--- src/rtl/ads131_frame_capture.sv ---
// ads131_frame_capture: deserializes CS-framed ADS131A0x MISO data into sign-extended words
// buffered in a valid/ready word FIFO; flags truncated frames, FIFO drops and bad status.
// Optional build macro FRAME_CRC_EN: a trailing CRC-CCITT word is checked (crc_err, crc_err_cnt).
module ads131_frame_capture #(
    parameter int WORD_BITS  = 24,
    parameter int NUM_CH     = 4,
    parameter int FIFO_DEPTH = 8
) (
    input  logic        synthesized_clock_4_167Mhz,
    input  logic        reset_n,
    input  logic        spi_cs,
    input  logic        miso_sample,
    input  logic        spi_miso,
    output logic [31:0] word_data,
    output logic [2:0]  word_index,
    output logic        word_last,
    output logic        word_valid,
    input  logic        word_ready,
    output logic        frame_done,
    output logic        frame_abort,
    output logic [7:0]  overflow_cnt,
`ifdef FRAME_CRC_EN
    output logic        crc_err,
    output logic [7:0]  crc_err_cnt,
`endif
    output logic        status_err
);
    localparam int BW = $clog2(WORD_BITS);
    localparam int AW = $clog2(FIFO_DEPTH);
    localparam logic [2:0] LAST_IDX = 3'(NUM_CH);
`ifdef FRAME_CRC_EN
    localparam logic [2:0] FINAL_IDX = 3'(NUM_CH + 1);
`else
    localparam logic [2:0] FINAL_IDX = 3'(NUM_CH);
`endif
    localparam logic [63:0] LOW_MASK = (64'd1 << WORD_BITS) - 64'd1;
    localparam logic [31:0] UPPER = ~LOW_MASK[31:0];

    typedef enum logic [1:0] {IDLE, SHIFT, DRAIN} state_t;
    state_t r_state, w_next_state;

    logic [WORD_BITS-2:0] r_shift;
    logic [BW-1:0]        r_bit_cnt;
    logic [2:0]           r_word_cnt;
    logic                 r_wr_v, r_wr_last, r_fin, r_done, r_abort, r_serr;
    logic [WORD_BITS-1:0] r_wr_data;
    logic [2:0]           r_wr_idx;
    logic [7:0]           r_ovf;
    logic                 w_shift_en, w_word_done, w_frame_end, w_abort;
    logic [WORD_BITS-1:0] w_word;

    logic [35:0] r_mem [FIFO_DEPTH];
    logic [AW:0] r_wp, r_rp;
    logic [AW:0] w_count;
    logic        w_full, w_rd, w_wr;
    logic [35:0] w_head, w_fifo_in;

    assign w_word = {r_shift, spi_miso};

    // state register
    always_ff @(posedge synthesized_clock_4_167Mhz or negedge reset_n)
        if (!reset_n) r_state <= IDLE;
        else          r_state <= w_next_state;

    // next state and per-cycle strobe decode; strobes count only once SHIFT is entered
    always_comb begin
        w_next_state = r_state;
        w_shift_en   = 1'b0;
        w_word_done  = 1'b0;
        w_frame_end  = 1'b0;
        w_abort      = 1'b0;
        case (r_state)
            IDLE:  if (!spi_cs) w_next_state = SHIFT;
            SHIFT: begin
                if (spi_cs) begin
                    w_next_state = IDLE;
                    w_abort      = 1'b1;
                end else if (miso_sample) begin
                    w_shift_en  = 1'b1;
                    w_word_done = (r_bit_cnt == BW'(WORD_BITS - 1));
                    w_frame_end = w_word_done && (r_word_cnt == FINAL_IDX);
                    if (w_frame_end) w_next_state = DRAIN;
                end
            end
            DRAIN: if (spi_cs) w_next_state = IDLE;
            default: w_next_state = IDLE;
        endcase
    end

    // deserializer: completed words are staged one cycle before the FIFO write
    always_ff @(posedge synthesized_clock_4_167Mhz or negedge reset_n)
        if (!reset_n) begin
            r_shift    <= '0;
            r_bit_cnt  <= '0;
            r_word_cnt <= '0;
            r_wr_v     <= 1'b0;
            r_wr_data  <= '0;
            r_wr_idx   <= '0;
            r_wr_last  <= 1'b0;
            r_fin      <= 1'b0;
            r_done     <= 1'b0;
            r_abort    <= 1'b0;
        end else begin
            r_wr_v  <= 1'b0;
            r_fin   <= w_frame_end;
            r_done  <= r_fin;
            r_abort <= w_abort;
            if (r_state != SHIFT) begin
                r_bit_cnt  <= '0;
                r_word_cnt <= '0;
            end else if (w_shift_en) begin
                r_shift   <= w_word[WORD_BITS-2:0];
                r_bit_cnt <= w_word_done ? '0 : r_bit_cnt + 1'b1;
                if (w_word_done) begin
                    r_word_cnt <= r_word_cnt + 1'b1;
                    r_wr_v     <= (r_word_cnt <= LAST_IDX);
                    r_wr_data  <= w_word;
                    r_wr_idx   <= r_word_cnt;
                    r_wr_last  <= (r_word_cnt == LAST_IDX);
                end
            end
        end

    assign w_count   = r_wp - r_rp;
    assign w_full    = (w_count == (AW + 1)'(FIFO_DEPTH));
    assign word_valid = (r_wp != r_rp);
    assign w_rd      = word_valid & word_ready;
    assign w_wr      = r_wr_v & (!w_full | w_rd);
    assign w_fifo_in = {r_wr_idx, r_wr_last,
                        32'(r_wr_data) | ((r_wr_idx != 3'd0 && r_wr_data[WORD_BITS-1]) ? UPPER : 32'd0)};
    assign w_head    = r_mem[r_rp[AW-1:0]];
    assign word_data  = word_valid ? w_head[31:0] : 32'd0;
    assign word_last  = word_valid & w_head[32];
    assign word_index = word_valid ? w_head[35:33] : 3'd0;

    // FIFO storage
    always_ff @(posedge synthesized_clock_4_167Mhz)
        if (w_wr) r_mem[r_wp[AW-1:0]] <= w_fifo_in;

    // FIFO pointers, drop counter and sticky status check
    always_ff @(posedge synthesized_clock_4_167Mhz or negedge reset_n)
        if (!reset_n) begin
            r_wp   <= '0;
            r_rp   <= '0;
            r_ovf  <= '0;
            r_serr <= 1'b0;
        end else begin
            if (w_wr) r_wp <= r_wp + 1'b1;
            if (w_rd) r_rp <= r_rp + 1'b1;
            if (r_wr_v && !w_wr && r_ovf != 8'hFF) r_ovf <= r_ovf + 1'b1;
            if (r_wr_v && r_wr_idx == 3'd0 && r_wr_data[WORD_BITS-1 -: 8] != 8'h22) r_serr <= 1'b1;
        end

    assign frame_done   = r_done;
    assign frame_abort  = r_abort;
    assign overflow_cnt = r_ovf;
    assign status_err   = r_serr;

`ifdef FRAME_CRC_EN
    logic [15:0] r_crc, w_crc_next;
    logic        r_crc_bad, r_crc_err;
    logic [7:0]  r_crc_cnt;

    assign w_crc_next = {r_crc[14:0], 1'b0} ^ ((r_crc[15] ^ spi_miso) ? 16'h1021 : 16'h0000);

    // serial CRC over status and channel bits, compared against the CRC word's upper 16 bits
    always_ff @(posedge synthesized_clock_4_167Mhz or negedge reset_n)
        if (!reset_n) begin
            r_crc     <= 16'hFFFF;
            r_crc_bad <= 1'b0;
            r_crc_err <= 1'b0;
            r_crc_cnt <= '0;
        end else begin
            r_crc_bad <= (w_word[WORD_BITS-1 -: 16] != r_crc);
            r_crc_err <= r_fin & r_crc_bad;
            if (r_fin && r_crc_bad && r_crc_cnt != 8'hFF) r_crc_cnt <= r_crc_cnt + 1'b1;
            if (r_state != SHIFT) r_crc <= 16'hFFFF;
            else if (w_shift_en && r_word_cnt <= LAST_IDX) r_crc <= w_crc_next;
        end

    assign crc_err     = r_crc_err;
    assign crc_err_cnt = r_crc_cnt;
`endif
endmodule
--- config.mk ---
export PLATFORM = sky130hd
export DESIGN_NAME = ads131_frame_capture
export DESIGN_NICKNAME = d
export VERILOG_FILES = /design/src/rtl/ads131_frame_capture.sv
export SDC_FILE = /design/constraint.sdc
export NUM_CORES = 1
export LEC_CHECK = 0
export BUFFER_PORTS_ARGS = -buffer_cell sky130_fd_sc_hd__buf_2
export CORE_AREA = 2 2 179 181
export CTS_CLUSTER_SIZE = 8
export DETAILED_ROUTE_END_ITERATION = 10
export DIE_AREA = 0 0 181 183
export PLACE_DENSITY_LB_ADDON = 0.15
export SLEW_MARGIN = 25
export SYNTH_ARGS = -nofsm -noshare
export SYNTH_HDL_FRONTEND = slang
export SYNTH_SLANG_ARGS = --single-unit
--- constraint.sdc ---
create_clock -name synthesized_clock_4_167Mhz -period 5.68 [get_ports synthesized_clock_4_167Mhz]
set_clock_uncertainty 0.15 [all_clocks]
set_input_delay 0.852 -clock synthesized_clock_4_167Mhz [delete_from_list [all_inputs] [get_ports synthesized_clock_4_167Mhz]]
set_output_delay 0.852 -clock synthesized_clock_4_167Mhz [all_outputs]
set_load 0.02 [all_outputs]
==> impl_metrics.yaml, run 1 <==
synthesis:
  synth_fp_nets: 698
  syn_inst: 683
  synthArstFlopShare_pct: 26.1
  ys_seq_elements: 314
  syn_area_um2: 12300
  synth_top_family_by_area: "multiplexers"
  yosys_warnings: 0
  synth_simple_gate_area_share_pct: 5.01
  synth_compound_area_share_pct: 2.30
  synth_mux_area_share_pct: 15.6
  ys_seq_area_share_pct: 73.1
  synth_cell_types: 43
  postSynthAreaPerCell_um2: 18.1
  synthXorXnorAreaFrac_pct: 1.20
  synthFlopType: "edfxtp_1"
  synth_edf_count: 232
  synth_fa_ha_area_share_pct: 0.913
die:
  row_count: 65
  boundaryPins: 54
  fp.dieH_um: 183
  initial_core_util_pct: 39.5
  die_x_um: 181
  core_area_um2: 31200
  die_area_um2: 33100
setup_path:
  r2r_cells: 7
  slowest_delay_ns: 0.76
  crit_type: "flop to output port"
  endpoint_kind: "output port"
  cp.arrival_ns: 3.20
  worstPathCellList: "buf_4, mux4_2, nand2_1, a21oi_1, buf_2"
  worstPathRequired_ns: 4.68
  start_kind: "flop"
  timing.rr.start: "r_rp[0]"
  crit_slowest_cell: "dfrtp_4"
  crit_fanout: 40
  crit_start: "r_rp[0]"
finish:
  mostFrequentLayoutCell: "edfxtp_1"
  final_nets: 780
  multi_input_area_um2: 3140
  syn2layout_area_growth_pct: 17.2
  antennaDiodeCount: 0
  final_util_pct: 46.3
  layout_common_cells: "edfxtp_1 (232), dfrtp_1 (80), nand2_1 (72)"
  fillers: 2686
  register_area_um2: 9020
  drive_gt1_share_pct: 31.6
cts:
  cts_buffer_depth: 3
  clkSinkCount: 314
  cts_setup_buffers: 0
  path_clk_slew_ns: 0.05
  root_buffer: "clkbuf_16"
  htreeDepth: 2
  tritoncts: "done"
  cts_resized: 0
  numCtsBuffers: 45
  ctsHoldBuffers: 0
  insertion_delay_ns: 0.52
global_route:
  grt_max_degree: 62
  antenna_found_initial: 0
  grt_pass1_vias: 6931
  grt_pass1_wl_um: 41100
  grt_overflow: 0
  grtUsageTotal_pct: 16.4
outcome:
  status: "complete, no violations"
pwr:
  total_power_uw: 6360
  leakage_uw: 0.00550
  power_density_nw_per_um2: 440
  ir_drop_v: 0.000204
timing:
  fin_crit_sh_pct: 74.0
  totalNegativeSetupSlack_ns: 0
  slew-limit-headroom_pct: 34.8
  final_hold_viol_count: 0
  rsz0062_at_grt: "false"
  setup_violations: 0
  drv_slew: 0
  fmax_mhz: 238
  tightest_slew_ns: 0.978
  min_period_ns: 4.20
run:
  maxCapViolations: 0
drt:
  dr_total_vias: 6315
  antenna_left: 0
  drt_iter0_markers: 442
  drcViolationCount: 0
  routed_wl_um: 26100
  avgRoutedWirePerCell_um: 21.7
  drt-vias-per-instance: 5.25
  dr.pass1.iters: 5
placement:
  io_buffers: 53
  dp_hpwl_um: 14100
  place.gp.congestion: 0.764
hold_path:
  worstHoldStart: "r_fin"
  whs_path_depth: 0
  hold_path_class: "flop to flop"
## worst max-delay path: cells and delay by family (launching register included)
kind            cells  cell delay [ns]
buf+inv             2             1.03
flops               1             0.76
compound gates      1             0.46
mux                 1             0.35
simple gates        1             0.06
## worst paths after layout
| path | slack (ns) | end |
|---|---|---|
| setup reg to reg | 2.10 | r_mem[6][0] |
| hold reg to reg | 0.19 | frame_done |
| min in group asynchronous | 0.21 | r_wr_data[15] |
| hold / removal | 0.19 | frame_done |
| max in group asynchronous | 4.19 | r_rp[0] |
| setup / recovery | 1.48 | word_data[26] |
## cell type report
class	count	area share, %
clock buffers	81	9.02
repair buffers	74	2.94
inverters	12	0.312
flip-flops and latches	314	62.4
clock inverters	2	0.121
well taps	402	3.48
multi-input cells	318	21.7
## cells by family after synthesis
family                     after synthesis
buffers and inverters                   51
xor gates and xnor gates                16
adders and majority gates                9
DFF                                    314
AOI/OAI and AO/OA                       47
muxes                                  113
and+or+nand+nor                        133
## where the power goes
group	internal, uW	switching [uW]	total, uW	leakage (uW)
sequential	2490	83.8	2580	0.00338
combinational	497	828	1320	0.00149
clock	1540	919	2450	0.000628
total	4530	1830	6360	0.00550
## sequential cells by signal (all words and copies together), names as in the netlist, 4 cells and up
signal,count
overflow_cnt,8
r_bit_cnt,5
r_mem,232
r_rp,4
r_shift,23
r_wp,4
r_wr_data,24
## cell usage after synthesis, types with 2 or more instances
library cell | n | area (um^2)
nor3_1 | 10 | 50.1
nand3_1 | 10 | 50.1
and2_1 | 2 | 12.5
mux2_2 | 54 | 608
inv_1 | 12 | 45.0
ha_1 | 9 | 113
edfxtp_1 | 232 | 6970
dfrtp_1 | 82 | 2050
nor2_1 | 13 | 48.8
buf_2 | 13 | 65.1
buf_1 | 2 | 7.51
nand4_1 | 2 | 12.5
xor2_1 | 8 | 70.1
o21a_1 | 2 | 15.0
and3_1 | 2 | 12.5
nand2b_1 | 3 | 18.8
mux4_2 | 58 | 1310
nor2b_1 | 4 | 25.0
nor4_1 | 7 | 43.8
clkbuf_1 | 17 | 63.8
buf_4 | 7 | 52.6
nand2_1 | 72 | 270
xnor2_1 | 7 | 61.3
nor4b_1 | 2 | 17.5
a21oi_1 | 35 | 175
## metal layers
metal	track usage (%)	part of all wire, %	up-vias
li1	-	-	2801
met1	22.1	45	3349
met2	27.5	49	127
met3	2.56	3.8	38
met4	5.53	2.2	0
met5	0	0	-
## through the flow
step	hold slack [ns]	setup WS [ns]	std cells	instance area, um^2
global placement	0.197	1.92	1120	13100
detailed placement	0.198	1.87	1120	13100
floorplan	0.181	0.113	683	12300
global route	0.211	1.12	1203	14500
finish	0.189	1.48	1203	14500
CTS	0.194	1.30	1203	14500
Note: power is estimated with default switching activity, not from simulation.
==> run 2, diff against run 1 <==
- clock period: 5.68 -> 3.6 ns (I/O delays scaled with it)
==> run 2 against run 1 <==
  * Highest routed layer unchanged
  * Register-to-register slack got worse by 1.7 ns
  * Cell count is essentially flat
  * Sequential share of layout area fell by 0.45 points
  * Sequential power rose by 55%
  * Global-route usage shrank 0.39 points
  * Largest cell class unchanged
  * Combinational power is 56% higher
  * Largest power group unchanged
  * First-iteration DRC count is 12% lower
  * Critical path depth did not move
==> impl_metrics.yaml, run 2 (synthesis gave the netlist of run 1 again) <==
outcome:
  status: "complete, no violations"
setup_path:
  cp.arrival_ns: 2.71
  crit_type: "flop to output port"
  r2r_cells: 7
  reg2reg_slack_ns: 0.44
  worstPathRequired_ns: 2.91
  crit_start: "r_wp[2]"
  start_kind: "flop"
  endpoint_kind: "output port"
  r2r-end: "r_mem[0][11]"
  timing.rr.start: "r_wp[2]"
  crit_fanout: 30
drt:
  drcViolationCount: 0
  drt_iter0_markers: 389
  dr.pass1.iters: 4
  dr_total_vias: 6192
  routed_wl_um: 25300
  avgRoutedWirePerCell_um: 21.0
  antenna_left: 0
  drt-vias-per-instance: 5.14
global_route:
  grt_overflow: 0
  grt_max_degree: 62
  grt_pass1_vias: 6915
  grt_pass1_wl_um: 40200
  grtUsageTotal_pct: 16.0
  antenna_found_initial: 0
finish:
  syn2layout_area_growth_pct: 18.0
  drive_gt1_share_pct: 31.8
  final_nets: 783
  antennaDiodeCount: 0
  instances_no_fill: 1204
  largest_reg_flops: 232
  mostFrequentLayoutCell: "edfxtp_1"
  layout_common_cells: "edfxtp_1 (232), dfrtp_1 (80), nand2_1 (72)"
cts:
  cts_buffer_depth: 3
  insertion_delay_ns: 0.52
  tritoncts: "done"
  numCtsBuffers: 45
  path_clk_slew_ns: 0.05
  clkSinkCount: 314
  root_buffer: "clkbuf_16"
  cts_resized: 0
  htreeDepth: 2
hold_path:
  min_to: "r_state[0]"
  hold_path_class: "primary input to flop"
  whs_path_depth: 2
  worstHoldStart: "spi_cs"
placement:
  place.gp.congestion: 0.766
  io_buffers: 53
  dp.cells: 1122
  dp_hpwl_um: 15400
die:
  boundaryPins: 54
  initial_core_util_pct: 39.5
  die_x_um: 181
  die_area_um2: 33100
  core_area_um2: 31200
  row_count: 65
  fp.dieH_um: 183
timing:
  rsz0062_at_grt: "false"
  hold_ws_ns: 0.0735
  slew-limit-headroom_pct: 48.9
  fin_crit_sh_pct: 94.5
  drv_slew: 0
  fmax_mhz: 294
  setup_violations: 0
  final_hold_viol_count: 0
  tightest_slew_ns: 0.767
  min_period_ns: 3.40
  totalNegativeSetupSlack_ns: 0
pwr:
  ir_drop_v: 0.000384
  leakage_uw: 0.00566
  power_density_nw_per_um2: 678
run:
  maxCapViolations: 0
[run 2: layout make-up]
type | instances | area (um^2)
Fill cell | 2712 | 16700
Tap cell | 402 | 503
Clock buffer | 79 | 1270
Inverter | 12 | 45.0
Clock inverter | 2 | 25.0
Timing Repair Buffer | 77 | 475
Sequential cell | 314 | 9020
Multi-Input combinational cell | 318 | 3220
[run 2: what timing repair did]
item                                   4_1_cts  5_1_grt
endpoints found under the hold margin       35        0
hold buffers                                 1        0
setup buffers                                0        0
[run 2: worst max-delay path: stages (launching register included)]
cell	delay [ns]
dfrtp_1	0.64
ha_1	0.37
and4_1	0.25
buf_4	0.28
a21oi_1	0.39
buf_2	0.25
[run 2: report_power, final]
part           switching (uW)  total [uW]  internal [uW]
sequential               64.2        4000           3940
combinational            1260        2060            798
clock                    1440        3820           2370
total                    2770        9880           7110
[run 2: how the worst max path moves through the flow]
stage,cells past startpoint,to
floorplan,7,r_mem[0][0]
global placement,7,r_mem[0][12]
detailed placement,7,r_mem[0][12]
CTS,5,word_data[25]
global route,5,word_data[30]
finish,5,word_data[25]
[run 2: through the flow]
stage	utilization [%]	area (um^2)	total power [uW]	setup slack, ns
global route	46.6	14600	10300	0.00843
global placement	42.4	13300	6160	0.423
finish	46.6	14600	9880	0.199
CTS	46.6	14600	10000	0.147
detailed placement	42.4	13300	6180	0.401
floorplan	-	12500	5590	0.0581
[run 2: per-layer routing]
layer / GRT usage (%) / vias up / share of wire (%)
met5: 0 / - / 0
li1: - / 2803 / -
met4: 4.49 / 0 / 2.0
met3: 2.82 / 46 / 3.8
met1: 20.0 / 3231 / 42
met2: 28.8 / 112 / 52
==> run 3, diff against run 2 <==
- PLACE_DENSITY: default -> 0.66
- PLACE_DENSITY_LB_ADDON: 0.15 -> default
==> run 3 against run 2 <==
  * Clock power down 1%
  * Register-to-register slack better by 0.11 ns
  * Cell count down 0.17%
  * Design area up 0.51%
  * Sequential share of layout area down 0.30 points
  * Combinational power about the same
  * Critical path type unchanged
  * Largest cell class unchanged
  * Highest routed layer unchanged
==> impl_metrics.yaml, run 3 (synthesis gave the netlist of run 1 again) <==
cts:
  insertion_delay_ns: 0.52
  numCtsBuffers: 45
  htreeDepth: 2
  clkSinkCount: 314
  tritoncts: "done"
  cts_buffer_depth: 3
  root_buffer: "clkbuf_16"
  path_clk_slew_ns: 0.05
finish:
  largest_reg_flops: 232
  drive_gt1_share_pct: 31.6
  register_area_um2: 9020
  layout_common_cells: "edfxtp_1 (232), dfrtp_1 (79), nand2_1 (72)"
  antennaDiodeCount: 0
  multi_input_area_um2: 3220
  syn2layout_area_growth_pct: 18.6
  mostFrequentLayoutCell: "edfxtp_1"
  final_nets: 780
  fillers: 2642
run:
  maxCapViolations: 0
global_route:
  grtUsageTotal_pct: 14.6
  grt_pass1_vias: 6496
  antenna_found_initial: 1
  grt_overflow: 0
  grt_max_degree: 72
  grt_pass1_wl_um: 37200
setup_path:
  start_kind: "flop"
  crit_fanout: 30
  endpoint_kind: "output port"
  timing.rr.start: "r_wp[2]"
  cp_num_buf_inv: 3
  crit_type: "flop to output port"
  worstPathRequired_ns: 2.91
  crit_start: "r_wp[0]"
  crit_end: "word_data[27]"
  cp.arrival_ns: 2.64
  slowest_delay_ns: 0.51
  crit_slowest_cell: "dfrtp_2"
  crit_cells: 6
  r2r-end: "r_mem[0][4]"
  r2r_cells: 7
  reg2reg_slack_ns: 0.55
  worstPathCellList: "inv_1, ha_1, and4_1, buf_12, a21oi_1, buf_2"
  critPathTopFamily: "buffers and inverters"
pwr:
  p_sw_share_pct: 27.4
  leakage_uw: 0.00567
  p_sw_uw: 2690
  total_power_uw: 9820
  power_frac_seq_pct: 40.9
  ir_drop_v: 0.000345
  power_frac_clock_pct: 38.5
  pwr-share-comb_pct: 20.6
  power_density_nw_per_um2: 671
  p_int_uw: 7140
die:
  row_count: 65
  die_area_um2: 33100
  boundaryPins: 54
  die_x_um: 181
  fp.dieH_um: 183
  core_area_um2: 31200
  initial_core_util_pct: 39.5
drt:
  drcViolationCount: 0
  avgRoutedWirePerCell_um: 19.4
  antenna_left: 0
  routed_wl_um: 23300
  drt-vias-per-instance: 5.09
  drt_iter0_markers: 483
  dr_total_vias: 6120
  dr.pass1.iters: 4
timing:
  slew-limit-headroom_pct: 54.9
  final_hold_viol_count: 0
  tightest_slew_ns: 0.677
  totalNegativeSetupSlack_ns: 0
  min_period_ns: 3.33
  drv_slew: 0
  rsz0062_at_grt: "false"
  setup_violations: 0
  fin_crit_sh_pct: 92.5
  fmax_mhz: 300
outcome:
  status: "complete, no violations"
placement:
  place.gp.congestion: 0.713
  dp_hpwl_um: 13300
  io_buffers: 53
hold_path:
  hold_path_class: "primary input to flop"
## run 3: cell count changes in the layout (fill, tap and decap cells not counted), sizes merged
cell | previous run | this run
clkbuf | 79 | 80
buf | 76 | 73
## run 3: worst min-delay path by stage
stage               startpoint           to  slack (ns)  cells past startpoint
floorplan              reset_n  frame_abort        0.09                      0
global placement         r_fin   frame_done        0.18                      0
detailed placement       r_fin   frame_done        0.20                      0
CTS                    reset_n      r_rp[0]        0.03                      1
global route            spi_cs   r_state[0]        0.07                      2
finish                  spi_cs   r_state[0]        0.09                      2
## run 3: final cells by class
class | instances | area share [%]
timing repair buffer | 74 | 3.72
clock buffer | 80 | 8.74
sequential | 314 | 61.7
multi-input combinational | 318 | 22.0
inverter | 12 | 0.308
clock inverter | 2 | 0.171
tap | 402 | 3.44
## run 3: through the flow
step                      setup WS, ns  hold WS, ns  std cells  area (um^2)  utilization [%]
after global routing            0.0801       0.0716       1202        14600             46.9
after global placement           0.534        0.184       1119        13300             42.6
after floorplan                 0.0581       0.0944        683        12500                -
final                            0.268       0.0850       1202        14600             46.9
after detailed placement         0.444        0.198       1119        13300             42.6
after CTS                       0.0338       0.0324       1201        14600             46.8
## run 3: routing by layer
metal | vias up | GRT usage [%] | part of all wire [%] | wire, um
met5 | - | 0 | 0 | 0
met4 | 0 | 4.03 | 1.7 | 405
met3 | 35 | 2.44 | 3.8 | 879
met2 | 118 | 25.1 | 51 | 11800
met1 | 3158 | 19.3 | 44 | 10200
li1 | 2809 | - | - | -
## run 3: what timing repair did
| item | 4_1_cts | 5_1_grt |
|---|---|---|
| endpoints found under the setup margin | 0 | 8 |
| setup buffers | 0 | 0 |
| hold buffers | 0 | 1 |
| resized for setup | 0 | 1 |
| endpoints found under the hold margin | 0 | 69 |
## run 3: power by group through the flow
stage	sequential, uW	clock [uW]	combinational, uW
after floorplan	4040	0	1550
after global placement	4080	0	2080
after detailed placement	4080	0	2090
after CTS	4010	3870	2100
after global routing	4020	4040	2220
final	4020	3780	2030
